## src/rtl/sub_64_bit_pkg.sv

```systemverilog
// Shared width constant and word type for the registered signed subtractor.
package sub_64_bit_pkg;

  localparam int WIDTH_DEFAULT = 64;

  typedef logic signed [63:0] word_t;

endpackage

```

## src/rtl/sub_64_bit_full_adder.sv

```systemverilog
// One-bit full adder cell, replicated into the subtractor's ripple chain.
module full_adder_1bit (
  input  logic x,
  input  logic y,
  input  logic cin,
  output logic s,
  output logic cout
);

  assign s    = x ^ y ^ cin;
  assign cout = (x & y) | (cin & (x ^ y));

endmodule

```

## src/rtl/sub_64_bit.sv

```systemverilog
// Signed subtractor a - b built as a + ~b + 1 on a ripple chain, with a registered
// difference, signed-overflow flag and one-cycle valid.
module sub_64_bit
  import sub_64_bit_pkg::*;
#(
  parameter int WIDTH = WIDTH_DEFAULT
) (
  input  logic             clk,
  input  logic             rst_n,
  input  logic             in_valid,
  input  logic [WIDTH-1:0] a,
  input  logic [WIDTH-1:0] b,
  output logic [WIDTH-1:0] dif,
  output logic             overflow,
  output logic             out_valid
);

  logic [WIDTH:0]   carry;
  logic [WIDTH-1:0] sum;
  logic             ovf_comb;
  logic             unused_borrow;

  logic [WIDTH-1:0] dif_d, dif_q;
  logic             overflow_d, overflow_q;
  logic             out_valid_d, out_valid_q;

  // Carry-in of 1 together with inverted b forms the two's-complement negation.
  assign carry[0] = 1'b1;

  for (genvar i = 0; i < WIDTH; i++) begin : g_chain
    full_adder_1bit u_fa (
      .x    (a[i]),
      .y    (~b[i]),
      .cin  (carry[i]),
      .s    (sum[i]),
      .cout (carry[i+1])
    );
  end

  assign unused_borrow = carry[WIDTH];

  assign ovf_comb = (a[WIDTH-1] != b[WIDTH-1]) && (sum[WIDTH-1] != a[WIDTH-1]);

  always_comb begin
    dif_d       = dif_q;
    overflow_d  = overflow_q;
    out_valid_d = 1'b0;
    if (in_valid) begin
      dif_d       = sum;
      overflow_d  = ovf_comb;
      out_valid_d = 1'b1;
    end
  end

  always_ff @(posedge clk or negedge rst_n) begin
    if (!rst_n) begin
      dif_q       <= '0;
      overflow_q  <= 1'b0;
      out_valid_q <= 1'b0;
    end else begin
      dif_q       <= dif_d;
      overflow_q  <= overflow_d;
      out_valid_q <= out_valid_d;
    end
  end

  assign dif       = dif_q;
  assign overflow  = overflow_q;
  assign out_valid = out_valid_q;

endmodule

```

## config.mk

```make
export PLATFORM = sky130hd
export DESIGN_NAME = sub_64_bit
export DESIGN_NICKNAME = d
export VERILOG_FILES = /design/src/rtl/sub_64_bit_pkg.sv /design/src/rtl/sub_64_bit_full_adder.sv /design/src/rtl/sub_64_bit.sv
export SDC_FILE = /design/constraint.sdc
export NUM_CORES = 1
export LEC_CHECK = 0
export CAP_MARGIN = 15
export CORE_ASPECT_RATIO = 0.5
export CORE_MARGIN = 2
export CORE_UTILIZATION = 35
export DETAILED_ROUTE_END_ITERATION = 7
export GPL_TIMING_DRIVEN = 1
export PLACE_DENSITY = 0.78
export SYNTH_ARGS = -nofsm -noshare
export SYNTH_HDL_FRONTEND = slang
export SYNTH_HIERARCHICAL = 1
export SYNTH_SLANG_ARGS = --single-unit
export TNS_END_PERCENT = 5
```

## constraint.sdc

```tcl
create_clock -name clk -period 0.9 [get_ports clk]
set_clock_uncertainty 0.15 [all_clocks]
set_input_delay 0.18 -clock clk [delete_from_list [all_inputs] [get_ports clk]]
set_output_delay 0.18 -clock clk [all_outputs]
set_load 0.02 [all_outputs]
```

Word level (Yosys, flattened, before mapping):

Cells that the tools add are included.

* output and inout port bits: 66
* bits in registers: 66
* bits in latches: 0
* ROM bits: 0
* word-level logic and storage cells: 387
* memories kept: 0
* memory bits (writable): 0

* reduce and logical (&&, ||, !) cells: 1
* multiply operators: 0
* bitwise logic cells: 380
* $lt $le $gt $ge: 0
* muxes and demuxes: 1
* equality and inequality tests: 2
* shifts and indexed selects: 0
* add/sub/neg operators: 0
* divide/modulo/power cells: 0

Operator list (number)
* XOR 1 bit: 127
* AND 1 bit: 125
* inverter 1 bit: 65
* OR 1 bit: 63
* != test 1 bit: 2
* logical AND 1 bit: 1
* two-way mux 1 bit: 1

Longest topological paths before layout:

Gate-level depths: netlist of run 1.

* word-level depth: 130
* depth in mapped cells: 67
* gate-level depth less buffers: 67

Hierarchy:

The synthesis of run 1 kept the hierarchy.

By module, submodules not included
* sub_64_bit: times used 1, area each 2851.5 um^2, cells each 206
* full_adder_1bit: times used 64, area each 20.0 um^2, cells each 1

Least setup slack after synthesis of run 1:

Ideal clock, no wire load.

* path kind: input to register
* start: input b[0]
* end: register overflow_q (netlist: overflow)
* cell stages on the path: 67
* setup slack: -24.467 ns
* arrival time: 25.135 ns
* buffers on the path: 0
* path through: inv_1 > fa_1 > fa_1 > fa_1 > fa_1 > fa_1 > fa_1 > fa_1 > fa_1 > fa_1 > fa_1 > fa_1 > fa_1 > fa_1 > fa_1 > fa_1 > fa_1 > fa_1 > [31 not listed] > fa_1 > fa_1 > fa_1 > fa_1 > fa_1 > fa_1 > fa_1 > fa_1 > fa_1 > fa_1 > fa_1 > fa_1 > fa_1 > fa_1 > fa_1 > fa_1 > or3b_1 > a31oi_1

* cells in the longest elaborated chain, start to end: 130
* elaborated cells between the ends (all ways): 131
* those cells by class: eq/ne (1); bitwise (129); reduce/logical (1)

Ends and longest elaborated chain
* start: declaration: RTL line sub_64_bit.sv:12 `input logic [WIDTH-1:0] b,`
* inverter 1 bit *: RTL line sub_64_bit.sv:33 `.y (~b[i]),`
* AND 1 bit or XOR 1 bit (tied branches): RTL line sub_64_bit_full_adder.sv:11 `assign cout = (x & y) | (cin & (x ^ y));`
* OR 1 bit *: RTL line sub_64_bit_full_adder.sv:11
* net carry[1]: RTL line sub_64_bit.sv:18 `logic [WIDTH:0] carry;`
* AND 1 bit *: RTL line sub_64_bit_full_adder.sv:11
* OR 1 bit *: RTL line sub_64_bit_full_adder.sv:11
* net carry[2]: RTL line sub_64_bit.sv:18
* AND 1 bit *: RTL line sub_64_bit_full_adder.sv:11
* [1 not listed]
* net carry[3]: RTL line sub_64_bit.sv:18
* [2 not listed]
* net carry[4]: RTL line sub_64_bit.sv:18
* [2 not listed]
* net carry[5]: RTL line sub_64_bit.sv:18
* [2 not listed]
* net carry[6]: RTL line sub_64_bit.sv:18
* [2 not listed]
* net carry[7]: RTL line sub_64_bit.sv:18
* [2 not listed]
* net carry[8]: RTL line sub_64_bit.sv:18
* [2 not listed]
* net carry[9]: RTL line sub_64_bit.sv:18
* [2 not listed]
* net carry[10]: RTL line sub_64_bit.sv:18
* [2 not listed]
* net carry[11]: RTL line sub_64_bit.sv:18
* [2 not listed]
* net carry[12]: RTL line sub_64_bit.sv:18
* [2 not listed]
* net carry[13]: RTL line sub_64_bit.sv:18
* [2 not listed]
* net carry[14]: RTL line sub_64_bit.sv:18
* [2 not listed]
* net carry[15]: RTL line sub_64_bit.sv:18
* [2 not listed]
* net carry[16]: RTL line sub_64_bit.sv:18
* [2 not listed]
* net carry[17]: RTL line sub_64_bit.sv:18
* [2 not listed]
* net carry[18]: RTL line sub_64_bit.sv:18
* [2 not listed]
* net carry[19]: RTL line sub_64_bit.sv:18
* [2 not listed]
* net carry[20]: RTL line sub_64_bit.sv:18
* [2 not listed]
* net carry[21]: RTL line sub_64_bit.sv:18
* [2 not listed]
* net carry[22]: RTL line sub_64_bit.sv:18
* [2 not listed]
* net carry[23]: RTL line sub_64_bit.sv:18
* [2 not listed]
* net carry[24]: RTL line sub_64_bit.sv:18
* [2 not listed]
* net carry[25]: RTL line sub_64_bit.sv:18
* [2 not listed]
* net carry[26]: RTL line sub_64_bit.sv:18
* [2 not listed]
* net carry[27]: RTL line sub_64_bit.sv:18
* [2 not listed]
* net carry[28]: RTL line sub_64_bit.sv:18
* [2 not listed]
* net carry[29]: RTL line sub_64_bit.sv:18
* [2 not listed]
* net carry[30]: RTL line sub_64_bit.sv:18
* [2 not listed]
* net carry[31]: RTL line sub_64_bit.sv:18
* [2 not listed]
* net carry[32]: RTL line sub_64_bit.sv:18
* [2 not listed]
* net carry[33]: RTL line sub_64_bit.sv:18
* [2 not listed]
* net carry[34]: RTL line sub_64_bit.sv:18
* [2 not listed]
* net carry[35]: RTL line sub_64_bit.sv:18
* [2 not listed]
* net carry[36]: RTL line sub_64_bit.sv:18
* [2 not listed]
* net carry[37]: RTL line sub_64_bit.sv:18
* [2 not listed]
* net carry[38]: RTL line sub_64_bit.sv:18
* [2 not listed]
* net carry[39]: RTL line sub_64_bit.sv:18
* [2 not listed]
* net carry[40]: RTL line sub_64_bit.sv:18
* [2 not listed]
* net carry[41]: RTL line sub_64_bit.sv:18
* [2 not listed]
* net carry[42]: RTL line sub_64_bit.sv:18
* [2 not listed]
* net carry[43]: RTL line sub_64_bit.sv:18
* [2 not listed]
* net carry[44]: RTL line sub_64_bit.sv:18
* [2 not listed]
* net carry[45]: RTL line sub_64_bit.sv:18
* [2 not listed]
* net carry[46]: RTL line sub_64_bit.sv:18
* [2 not listed]
* net carry[47]: RTL line sub_64_bit.sv:18
* [2 not listed]
* net carry[48]: RTL line sub_64_bit.sv:18
* [2 not listed]
* net carry[49]: RTL line sub_64_bit.sv:18
* [2 not listed]
* net carry[50]: RTL line sub_64_bit.sv:18
* [2 not listed]
* net carry[51]: RTL line sub_64_bit.sv:18
* [2 not listed]
* net carry[52]: RTL line sub_64_bit.sv:18
* [2 not listed]
* net carry[53]: RTL line sub_64_bit.sv:18
* [2 not listed]
* net carry[54]: RTL line sub_64_bit.sv:18
* [2 not listed]
* net carry[55]: RTL line sub_64_bit.sv:18
* [2 not listed]
* net carry[56]: RTL line sub_64_bit.sv:18
* [2 not listed]
* net carry[57]: RTL line sub_64_bit.sv:18
* [2 not listed]
* net carry[58]: RTL line sub_64_bit.sv:18
* [2 not listed]
* net carry[59]: RTL line sub_64_bit.sv:18
* [2 not listed]
* net carry[60]: RTL line sub_64_bit.sv:18
* [2 not listed]
* net carry[61]: RTL line sub_64_bit.sv:18
* [2 not listed]
* net carry[62]: RTL line sub_64_bit.sv:18
* AND 1 bit *: RTL line sub_64_bit_full_adder.sv:11
* OR 1 bit *: RTL line sub_64_bit_full_adder.sv:11
* net carry[63]: RTL line sub_64_bit.sv:18
* XOR 1 bit *: RTL line sub_64_bit_full_adder.sv:10 `assign s = x ^ y ^ cin;`
* net sum[63]: RTL line sub_64_bit.sv:19 `logic [WIDTH-1:0] sum;`
* != test 1 bit *: RTL line sub_64_bit.sv:42 `assign ovf_comb = (a[WIDTH-1] != b[WIDTH-1]) && (sum[WIDTH-1] != a[WIDTH-1]);`
* logical AND 1 bit *: RTL line sub_64_bit.sv:42
* end signal: assignment: RTL line sub_64_bit.sv:62 `overflow_q <= overflow_d;`
* end: declaration: RTL line sub_64_bit.sv:24 `logic overflow_d, overflow_q;`

Mark *: on every way through the listed nets, which the timed path passes. The rest lies on a longest branch.
A chain may end at the register's enable or synchronous reset.

Worst setup path after layout of run 1:

Same ends and word-level chain as after synthesis.

==> summary.md, run 1 <==
| Metric | Value |
|---|---|
| Yosys cell types | 12 |
| Root buf cell | clkbuf_16 |
| Most frequent CP cell | fa_2 |
| Filler cells | around 890 |
| CP required | 0.99 ns |
| Hold Path Depth | 2 |
| Clock insertion delay at the later pin of the skew report | 0.31 ns |
| Core area | 11,200 um^2 |
| HP Start | in_valid |
| Synth warn | 6 |
| Top cells by area, synth | dfrtp_1 (40%), fa_1 (31%), mux2_4 (14%) |
| DRT Wirelength | 9.84 mm |
| CP Launch Type | primary input |
| DP HPWL | 8.22 mm |
| Synthesized area per cell | ~15 um^2 |
| Reg2Reg Launch Point | dif[44]$_DFFE_PN0P_ |
| Post-layout nets | 687 |
| Starting DRT DRC Count | 73 |
| Die height | 80.8 um |
| Max cap viols | 0 |
| Hold Path Sink | out_valid$_DFF_PN0_ |
| Die ar. | 12,700 um^2 |
| Post-synth net total | 465 |
| Tot GR Track Use | 0.168 |
| Syn Std Cell Area | slightly above 4000 um^2 |
| Worst R2R End | dif[44]$_DFFE_PN0P_ |
| Vias/cell | 4.19 |
| Antenna cells | 0 |
| I/O pins | about 200 |
| Worst endpoint data arrival time | 23.33 ns |
| GRT Residual Overflow | 0 |
| Initial antenna violation count | 0 |
| Final GP Congestion | 0.845 |
| Post-route cell area | 6900 um^2 |
| Wire per inst | 15.0 um |
| Worst Hold Class | in -> reg |
| Unrepaired setup endpoints after global routing | true |
| Most frequent cells in the layout | clkdlybuf4s50_1 (124), dfrtp_1 (66), fa_2 (63) |
| Pin count of the biggest net entering global routing | 45 |
| ANT nets after route | 0 |
| Count of input and output buffers | 196 |
| First-pass GRT wire length | around 16 mm |
| Crit end category | flip-flop |
| Register-to-register setup slack | -0.17 ns |
| Synth Instances | 270 |
| R2R cell count | 2 |
| Total power | 12,900 uW |
| Largest area contributor in the netlist | dfrtp_1 |
| Initial Util | 0.367 |
| CTS Buffer Depth | 2 |
| Final hold violations | 0 |
| Pwr Density | roughly 1900 nW/um^2 |
| CTS tree | yes |
| CTS Buf Count | 9 |
| Setup violators final | 131 |
| CP max FO | 2 |
| Slowest-stage cell, CP | fa_1 |
| Seq cells post-synth | 66 |
| Final Cycle Share | 25.8 |
| Synth top area share | 0.400 |
| Vias post-DR | 2,747 |
| Reg clk slew, reported paths | 0.05 ns |
| Setup CP Type | in -> reg |
| Fmax | 43.0 MHz |
| # rows | 27 |
| Clock Sinks | 66 |
| Setup ws final | -22.34 ns |
| Outcome | finished, violations left |
| Setup WS pre-CTS | -23.24 ns |
| Number of global-route vias before repair | 3,235 |
| Leak | 0.00317 uW |
| Most common cell after layout, fill and taps aside | clkdlybuf4s50_1 |
| DP Area | 6610 um^2 |
| Layout cell share with drive strength beyond 1 | 0.470 |
| # H-tree levels | 3 |
| Peak supply drop | 1.03 mV |
| DRC viols | 0 |
| Area Growth Syn to Fin | 66.9% |
| Minimum clock period after layout | between 20 and 25 ns |
| Failing checks | negative setup slack |
| Register area share after synthesis | 0.400 |
| Die width | 158 um |
| Final Slew Violations | 0 |
| Pre-Repair DR Iteration Count | 4 |
| Final Util | 0.613 |
| WHS | 0.0588 ns |
| Slowest stage delay, CP | 0.45 ns |
layer usage:
metal  wire (um)  GRT usage  share of wire  up-vias
li1            -          -              -     1256
met1        3720      0.192           0.38     1399
met2        5380      0.309           0.55       78
met3         551     0.0486          0.056       14
met4         187     0.0509          0.019        0
met5           0          0              0        -
metrics by stage:
step                      setup TNS (ns)  cells
final                            -750.51    655
after global placement           -801.11    639
after detailed placement         -813.13    639
after floorplan                  -722.46    270
after CTS                        -754.26    655
after global routing             -766.21    655
logic make-up after synthesis:
kind of cell | synth area share
other | 0.000907
buffers and inverters | 0.0742
muxes | 0.209
DFF | 0.400
AOI/OAI and AO/OA | 0.00151
adders and majority gates | 0.310
and+or+nand+nor | 0.00484
sequential cells by signal (all words and copies together) (netlist names):
name,count
out_valid,1
overflow,1
dif,64
worst max-delay path, delay by kind of cell:
family | cells | cell delay (ns)
AOI/OAI and AO/OA | 1 | 0.16
adders and majority gates | 64 | 22.51
buffers and inverters | 2 | 0.11
and+or+nand+nor | 1 | 0.35
final cells by class:
class                      count  area (um^2)  share of cell area
clock inverter                 3         40.0             0.00580
timing repair buffer         218         2110               0.306
inverter                      64          248              0.0359
tap                          159          199              0.0288
clock buffer                  12          246              0.0357
multi-input combinational    133         2400               0.348
sequential                    66         1650               0.239
Yosys cell counts, drive strengths merged:
library cell,instances
dfrtp,66
fa,64
inv,64
mux2,64
buf,7
a31oi,1
conb,1
nand3b,1
nor2,1
or3b,1
worst max path at each step:
stage,slack [ns],end,startpoint,cells after the start
finish,-22.34,overflow$_DFFE_PN0P_,b[0],68
detailed placement,-23.24,overflow$_DFFE_PN0P_,b[0],68
global placement,-22.91,overflow$_DFFE_PN0P_,b[0],68
global route,-22.84,overflow$_DFFE_PN0P_,b[0],68
CTS,-22.44,overflow$_DFFE_PN0P_,b[0],68
floorplan,-21.90,overflow$_DFFE_PN0P_,b[0],67
report_power, final:
group | leakage [uW] | switching [uW] | internal (uW)
Combinational | 0.00225 | 2240 | 3120
Sequential | 0.000772 | 505 | 3700
Clock | 0.000142 | 1160 | 2190
Total | 0.00317 | 3910 | 9020
what timing repair did:
action | 4_1_cts | 5_1_grt
hold buffers | 1 | 0
endpoints found under the setup margin | 131 | 131
endpoints found under the hold margin | 66 | 0
setup buffers | 0 | 0
resized for setup | 343 | 36
No activity file was read; power rests on OpenSTA's default activity.
==> inputs of run 2 (changes only) <==
--- a/config.mk
+++ b/config.mk
@@ -6,7 +6,7 @@
 export NUM_CORES = 1
 export LEC_CHECK = 0
 export CAP_MARGIN = 15
-export CORE_ASPECT_RATIO = 0.5
+export CORE_ASPECT_RATIO = 0.75
 export CORE_MARGIN = 2
 export CORE_UTILIZATION = 35
 export DETAILED_ROUTE_END_ITERATION = 7
==> run 2 against run 1 <==
- the run still ends with negative setup slack left
- wire length grew 8.9%
- cell count up 0.92%
- worst hold slack better by 0.020 ns
- sequential cell count is the same
- via count is 2.8% higher
- die area shrank 0.34%
- sequential share of layout area is essentially flat
- total power barely moved
- largest power group unchanged
- highest routed layer unchanged
==> summary.md, run 2 (same netlist as run 1, synthesis figures left out) <==
| Metric | Value |
|---|---|
| GRT Residual Overflow | 0 |
| Slowest stage delay, CP | 0.45 ns |
| Total power | 12,900 uW |
| # H-tree levels | 3 |
| Root buf cell | clkbuf_16 |
| Filler cells | 923 |
| Core area | 11,600 um^2 |
| Pwr Density | 1880 nW/um^2 |
| Vias post-DR | 2,824 |
| Setup WS pre-CTS | -23.38 ns |
| Placed cells | 644 |
| Clock insertion delay at the later pin of the skew report | 0.32 ns |
| Tot GR Track Use | 0.180 |
| ANT nets after route | 0 |
| Layout cell share with drive strength beyond 1 | 0.473 |
| Die height | 98.1 um |
| Final GP Congestion | 0.816 |
| Setup violators final | between 100 and 150 |
| Outcome | finished, violations left |
| Hold Path Depth | 2 |
| Register share of total power | 0.326 |
| Minimum clock period after layout | ~23 ns |
| Starting DRT DRC Count | 86 |
| Number of global-route vias before repair | about 3,400 |
| Post-layout nets | roughly 690 |
| CTS Buf Count | 9 |
| Clock Sinks | 66 |
| Final Cycle Share | 26.0 |
| HP Start | in_valid |
| Worst endpoint data arrival time | 23.51 ns |
| CP Launch Type | primary input |
| Pre-Repair DR Iteration Count | 4 |
| Die ar. | 12,700 um^2 |
| Wire per inst | 16.2 um |
| Hold Path Sink | out_valid$_DFF_PN0_ |
| Initial Util | 0.357 |
| # rows | 34 |
| Max cap viols | 0 |
| Register-to-register setup slack | -0.15 ns |
| Clock power share | 0.255 |
| Die width | roughly 130 um |
| Initial antenna violation count | 0 |
| Sw Ratio | 0.311 |
| Leak | about 0.0032 uW |
| Final hold violations | 0 |
| Comb pwr share | 0.419 |
| Count of input and output buffers | 196 |
| Switching power | ~4000 uW |
| Finished Layout Cells | 661 |
| DRT Wirelength | approximately 11 mm |
| First-pass GRT wire length | 17.3 mm |
| Crit end category | flip-flop |
| DP HPWL | 8.61 mm |
| Most common cell after layout, fill and taps aside | clkdlybuf4s50_1 |
| Vias/cell | 4.27 |
| Max FFs per register | 64 |
| Setup CP Type | in -> reg |
| Most frequent CP cell | fa_2 |
| Final Slew Violations | 0 |
| CP max FO | 2 |
| Reg2Reg Launch Point | dif[33]$_DFFE_PN0P_ |
| Failing checks | negative setup slack |
| I/O pins | 197 |
| Reg clk slew, reported paths | around 0.05 ns |
| Worst R2R End | dif[33]$_DFFE_PN0P_ |
| Peak supply drop | approximately 0.9 mV |
| Pin count of the biggest net entering global routing | 48 |
| CTS Buffer Depth | 2 |
| CP required | 1.00 ns |
| CTS tree | yes |
| Worst Hold Class | in -> reg |
| Most frequent cells in the layout | clkdlybuf4s50_1 (124), dfrtp_1 (66), fa_2 (63) |
| R2R cell count | 2 |
| Fmax | 42.7 MHz |
| Setup ws final | -22.51 ns |
| Unrepaired setup endpoints after global routing | true |
| Area Growth Syn to Fin | 66.7% |
| Internal Power | 8910 uW |
| Antenna cells | 0 |
| Slowest-stage cell, CP | fa_1 |
| DRC viols | 0 |
[run 2: cell types whose count changed in the layout (fill, tap and decap cells not counted), sizes merged]
cell    change
clkbuf      +2
buf         +2
bufinv      -1
[run 2: critical path, delay by kind of cell]
| family | cells | cell delay [ns] |
|---|---|---|
| AO/OA/AOI/OAI | 1 | 0.16 |
| adder cells (fa/ha/maj) | 64 | 22.69 |
| buffers and inverters | 2 | 0.10 |
| AND/OR/NAND/NOR | 1 | 0.35 |
[run 2: per-stage QoR]
stage          hold WS, ns  TNS [ns]  utilization  instance area [um^2]
6_report            0.0788   -755.64        0.595                  6890
5_1_grt             0.0708   -771.39        0.595                  6890
4_1_cts             0.0631   -758.93        0.581                  6730
3_5_place_dp        0.0383   -816.66        0.572                  6620
3_3_place_gp        0.0310   -803.52        0.572                  6620
2_1_floorplan       -0.266   -722.46            -                  4300
[run 2: how the worst max path moves through the flow]
stage / from / end / slack, ns
finish: b[0] / overflow$_DFFE_PN0P_ / -22.51
global route: b[0] / overflow$_DFFE_PN0P_ / -22.94
CTS: b[0] / overflow$_DFFE_PN0P_ / -22.57
detailed placement: b[0] / overflow$_DFFE_PN0P_ / -23.38
global placement: b[0] / overflow$_DFFE_PN0P_ / -23.03
floorplan: b[0] / overflow$_DFFE_PN0P_ / -21.90
[run 2: power by group through the flow]
stage               sequential [uW]  combinational [uW]  clock (uW)
CTS                            4150                5150        3430
global route                   4300                5820        3550
global placement               4130                5360           0
floorplan                      5020                1650           0
finish                         4210                5410        3300
detailed placement             4150                5520           0
[run 2: repair_timing]
action | in CTS | in global routing
setup endpoints to repair | 131 | 131
hold buffers | 1 | 0
gates resized for setup | 319 | 51
setup buffers | 0 | 0
hold endpoints to repair | 66 | 0
pin swaps | 1 | 0
[run 2: routing by layer]
layer,vias to the layer above,wire [um],global-route usage
li1,1266,-,-
met3,16,877,0.0575
met5,-,0,0
met4,0,157,0.0488
met1,1411,4130,0.209
met2,131,5560,0.319
[run 2: layout make-up]
class,count,area [um^2],area share
clock buffers,14,274,0.0398
flip-flops and latches,66,1650,0.240
clock inverters,2,10.0,0.00145
inverters,64,248,0.0360
multi-input cells,133,2380,0.346
well taps,162,203,0.0294
repair buffers,220,2120,0.308
==> inputs of run 3 (changes only) <==
--- a/config.mk
+++ b/config.mk
@@ -9,9 +9,11 @@
 export CORE_ASPECT_RATIO = 0.75
 export CORE_MARGIN = 2
 export CORE_UTILIZATION = 35
+export CTS_CLUSTER_SIZE = 14
 export DETAILED_ROUTE_END_ITERATION = 7
 export GPL_TIMING_DRIVEN = 1
 export PLACE_DENSITY = 0.78
+export RECOVER_POWER = 50
 export SYNTH_ARGS = -nofsm -noshare
 export SYNTH_HDL_FRONTEND = slang
 export SYNTH_HIERARCHICAL = 1
==> run 3 against run 2 <==
- the flow still finishes with violations (negative setup slack)
- total power barely moved
- cell area decreased by 0.22%
- global-route usage unchanged
- cell count did not move
- wire length hardly changed
- register-to-register slack about the same
- combinational power hardly changed
- die area stayed put
- sequential share of layout area increased by 0.052 points
- sequential power is essentially flat
- fmax about the same
- clock power hardly changed
- critical path type unchanged
- largest cell class unchanged
==> summary.md, run 3 (same netlist as run 1, synthesis figures left out) <==
| Metric | Value |
|---|---|
| Tot GR Track Use | 0.180 |
| Hold Path Sink | dif[0]$_DFFE_PN0P_ |
| Final GP Congestion | between 0.8 and 0.9 |
| CP max FO | 2 |
| Count of input and output buffers | 196 |
| R2R cell count | 2 |
| Die ar. | 12,700 um^2 |
| Worst Hold Class | in -> reg |
| Final Cycle Share | 26.0 |
| Die width | about 130 um |
| Worst endpoint data arrival time | 23.51 ns |
| Filler cells | 926 |
| Initial Util | 0.357 |
| Pwr Density | around 1900 nW/um^2 |
| Cell family with the largest share of critical-path delay | adder cells |
| Die height | 98.1 um |
| Register share of total power | 0.326 |
| Core area | 11,600 um^2 |
| HP Start | a[0] |
| Slowest-stage cell, CP | fa_1 |
| Clock insertion delay at the later pin of the skew report | 0.32 ns |
| Final hold violations | 0 |
| Starting DRT DRC Count | 85 |
| Most frequent CP cell | fa_2 |
| CTS tree | yes |
| Vias/cell | 4.27 |
| DRT Wirelength | 10.7 mm |
| Failing checks | negative setup slack |
| Switching power | 4020 uW |
| Comb pwr share | 0.418 |
| Pin count of the biggest net entering global routing | 48 |
| Setup ws final | -22.51 ns |
| DP HPWL | 8.61 mm |
| ANT nets after route | 0 |
| Leak | 0.00315 uW |
| CTS Buffer Depth | 2 |
| CP required | 1.00 ns |
| Internal Power | 8900 uW |
| CP Launch Type | primary input |
| Initial antenna violation count | 0 |
| I/O pins | 197 |
| Layout cell share with drive strength beyond 1 | 0.473 |
| Finished Layout Cells | 661 |
| Final Util | 0.594 |
| Sw Ratio | 0.311 |
| Critical path origin | b[0] |
| First-pass GRT wire length | 17.3 mm |
| Root buf cell | clkbuf_16 |
| Most common cell after layout, fill and taps aside | clkdlybuf4s50_1 |
| Clock power share | 0.256 |
| Post-layout nets | between 600 and 700 |
| Worst R2R End | dif[33]$_DFFE_PN0P_ |
| Total power | ~13,000 uW |
| Post-route cell area | 6880 um^2 |
| Clock Sinks | 66 |
| # H-tree levels | 3 |
| Wire per inst | 16.2 um |
| Final Slew Violations | 0 |
| Most frequent cells in the layout | clkdlybuf4s50_1 (124), dfrtp_1 (66), fa_2 (63) |
| Vias post-DR | 2,825 |
| Peak supply drop | 0.887 mV |
| Max cap viols | 0 |
| DRC viols | 0 |
| Slowest stage delay, CP | 0.45 ns |
| Hold Path Depth | 3 |
| GRT Residual Overflow | 0 |
| Max FFs per register | between 60 and 70 |
| Unrepaired setup endpoints after global routing | true |
| Fmax | 42.7 MHz |
| Reg clk slew, reported paths | around 0.050 ns |
| CTS Buf Count | 9 |
| Pre-Repair DR Iteration Count | 4 |
| Area Growth Syn to Fin | 66.4% |
| Antenna cells | 0 |
| Crit end category | flip-flop |
| Placed cells | 644 |
| Outcome | finished, violations left |
| WHS | 0.179 ns |
| # rows | 34 |
| Number of global-route vias before repair | 3,449 |
| DP Area | 6620 um^2 |
| Register-to-register setup slack | -0.15 ns |
| Reg2Reg Launch Point | dif[33]$_DFFE_PN0P_ |
| Minimum clock period after layout | 23.41 ns |
| Setup CP Type | in -> reg |
| Setup violators final | ~130 |
| Critical path buffers and inverters | 2 |
run 3: cell types whose count changed in the layout (fill, tap and decap cells not counted), sizes merged:
cell | before | now
buf | 93 | 91
clkbuf | 14 | 16
run 3: layout make-up:
class	count	area, um^2	share of cell area
clock inverter	2	10.0	0.00146
sequential	66	1650	0.240
timing repair buffer	220	2100	0.306
clock buffer	14	274	0.0399
tap	162	203	0.0295
multi-input combinational	133	2380	0.347
inverter	64	248	0.0360
run 3: metal layers:
metal	up-vias	part of all wire	GRT usage
li1	1267	-	-
met1	1411	0.39	0.209
met2	131	0.52	0.319
met3	16	0.082	0.0575
met4	0	0.015	0.0488
met5	-	0	0
run 3: worst max-delay path by stage:
stage	slack, ns	endpoint	cells after the start
2_1_floorplan	-21.90	overflow$_DFFE_PN0P_	67
3_3_place_gp	-23.03	overflow$_DFFE_PN0P_	68
3_5_place_dp	-23.38	overflow$_DFFE_PN0P_	68
4_1_cts	-22.57	overflow$_DFFE_PN0P_	68
5_1_grt	-22.94	overflow$_DFFE_PN0P_	68
6_report	-22.51	overflow$_DFFE_PN0P_	68
run 3: per-stage QoR:
| stage | setup TNS (ns) | worst slack [ns] |
|---|---|---|
| 2_1_floorplan | -722.46 | -21.90 |
| 3_3_place_gp | -803.52 | -23.03 |
| 3_5_place_dp | -816.66 | -23.38 |
| 4_1_cts | -758.93 | -22.57 |
| 5_1_grt | -771.47 | -22.94 |
| 6_report | -755.67 | -22.51 |
run 3: power by group through the flow:
stage / sequential (uW) / combinational, uW / clock (uW)
after floorplan: 5020 / 1650 / 0
after global placement: 4130 / 5360 / 0
after detailed placement: 4150 / 5520 / 0
after CTS: 4150 / 5150 / 3430
after global routing: 4300 / 5810 / 3550
final: 4210 / 5400 / 3300
run 3: tightest hold or removal path: stages:
cell and delay (ns):
buf_2 0.10, fa_2 0.20, mux2_2 0.14
run 3: repair_timing:
action / CTS / global route
setup endpoints to repair: 131 / 131
buffers inserted: 0 / 0
resized for setup: 319 / 51
endpoints found under the hold margin: 66 / 0
hold buffers: 1 / 0
pin swaps: 1 / 0
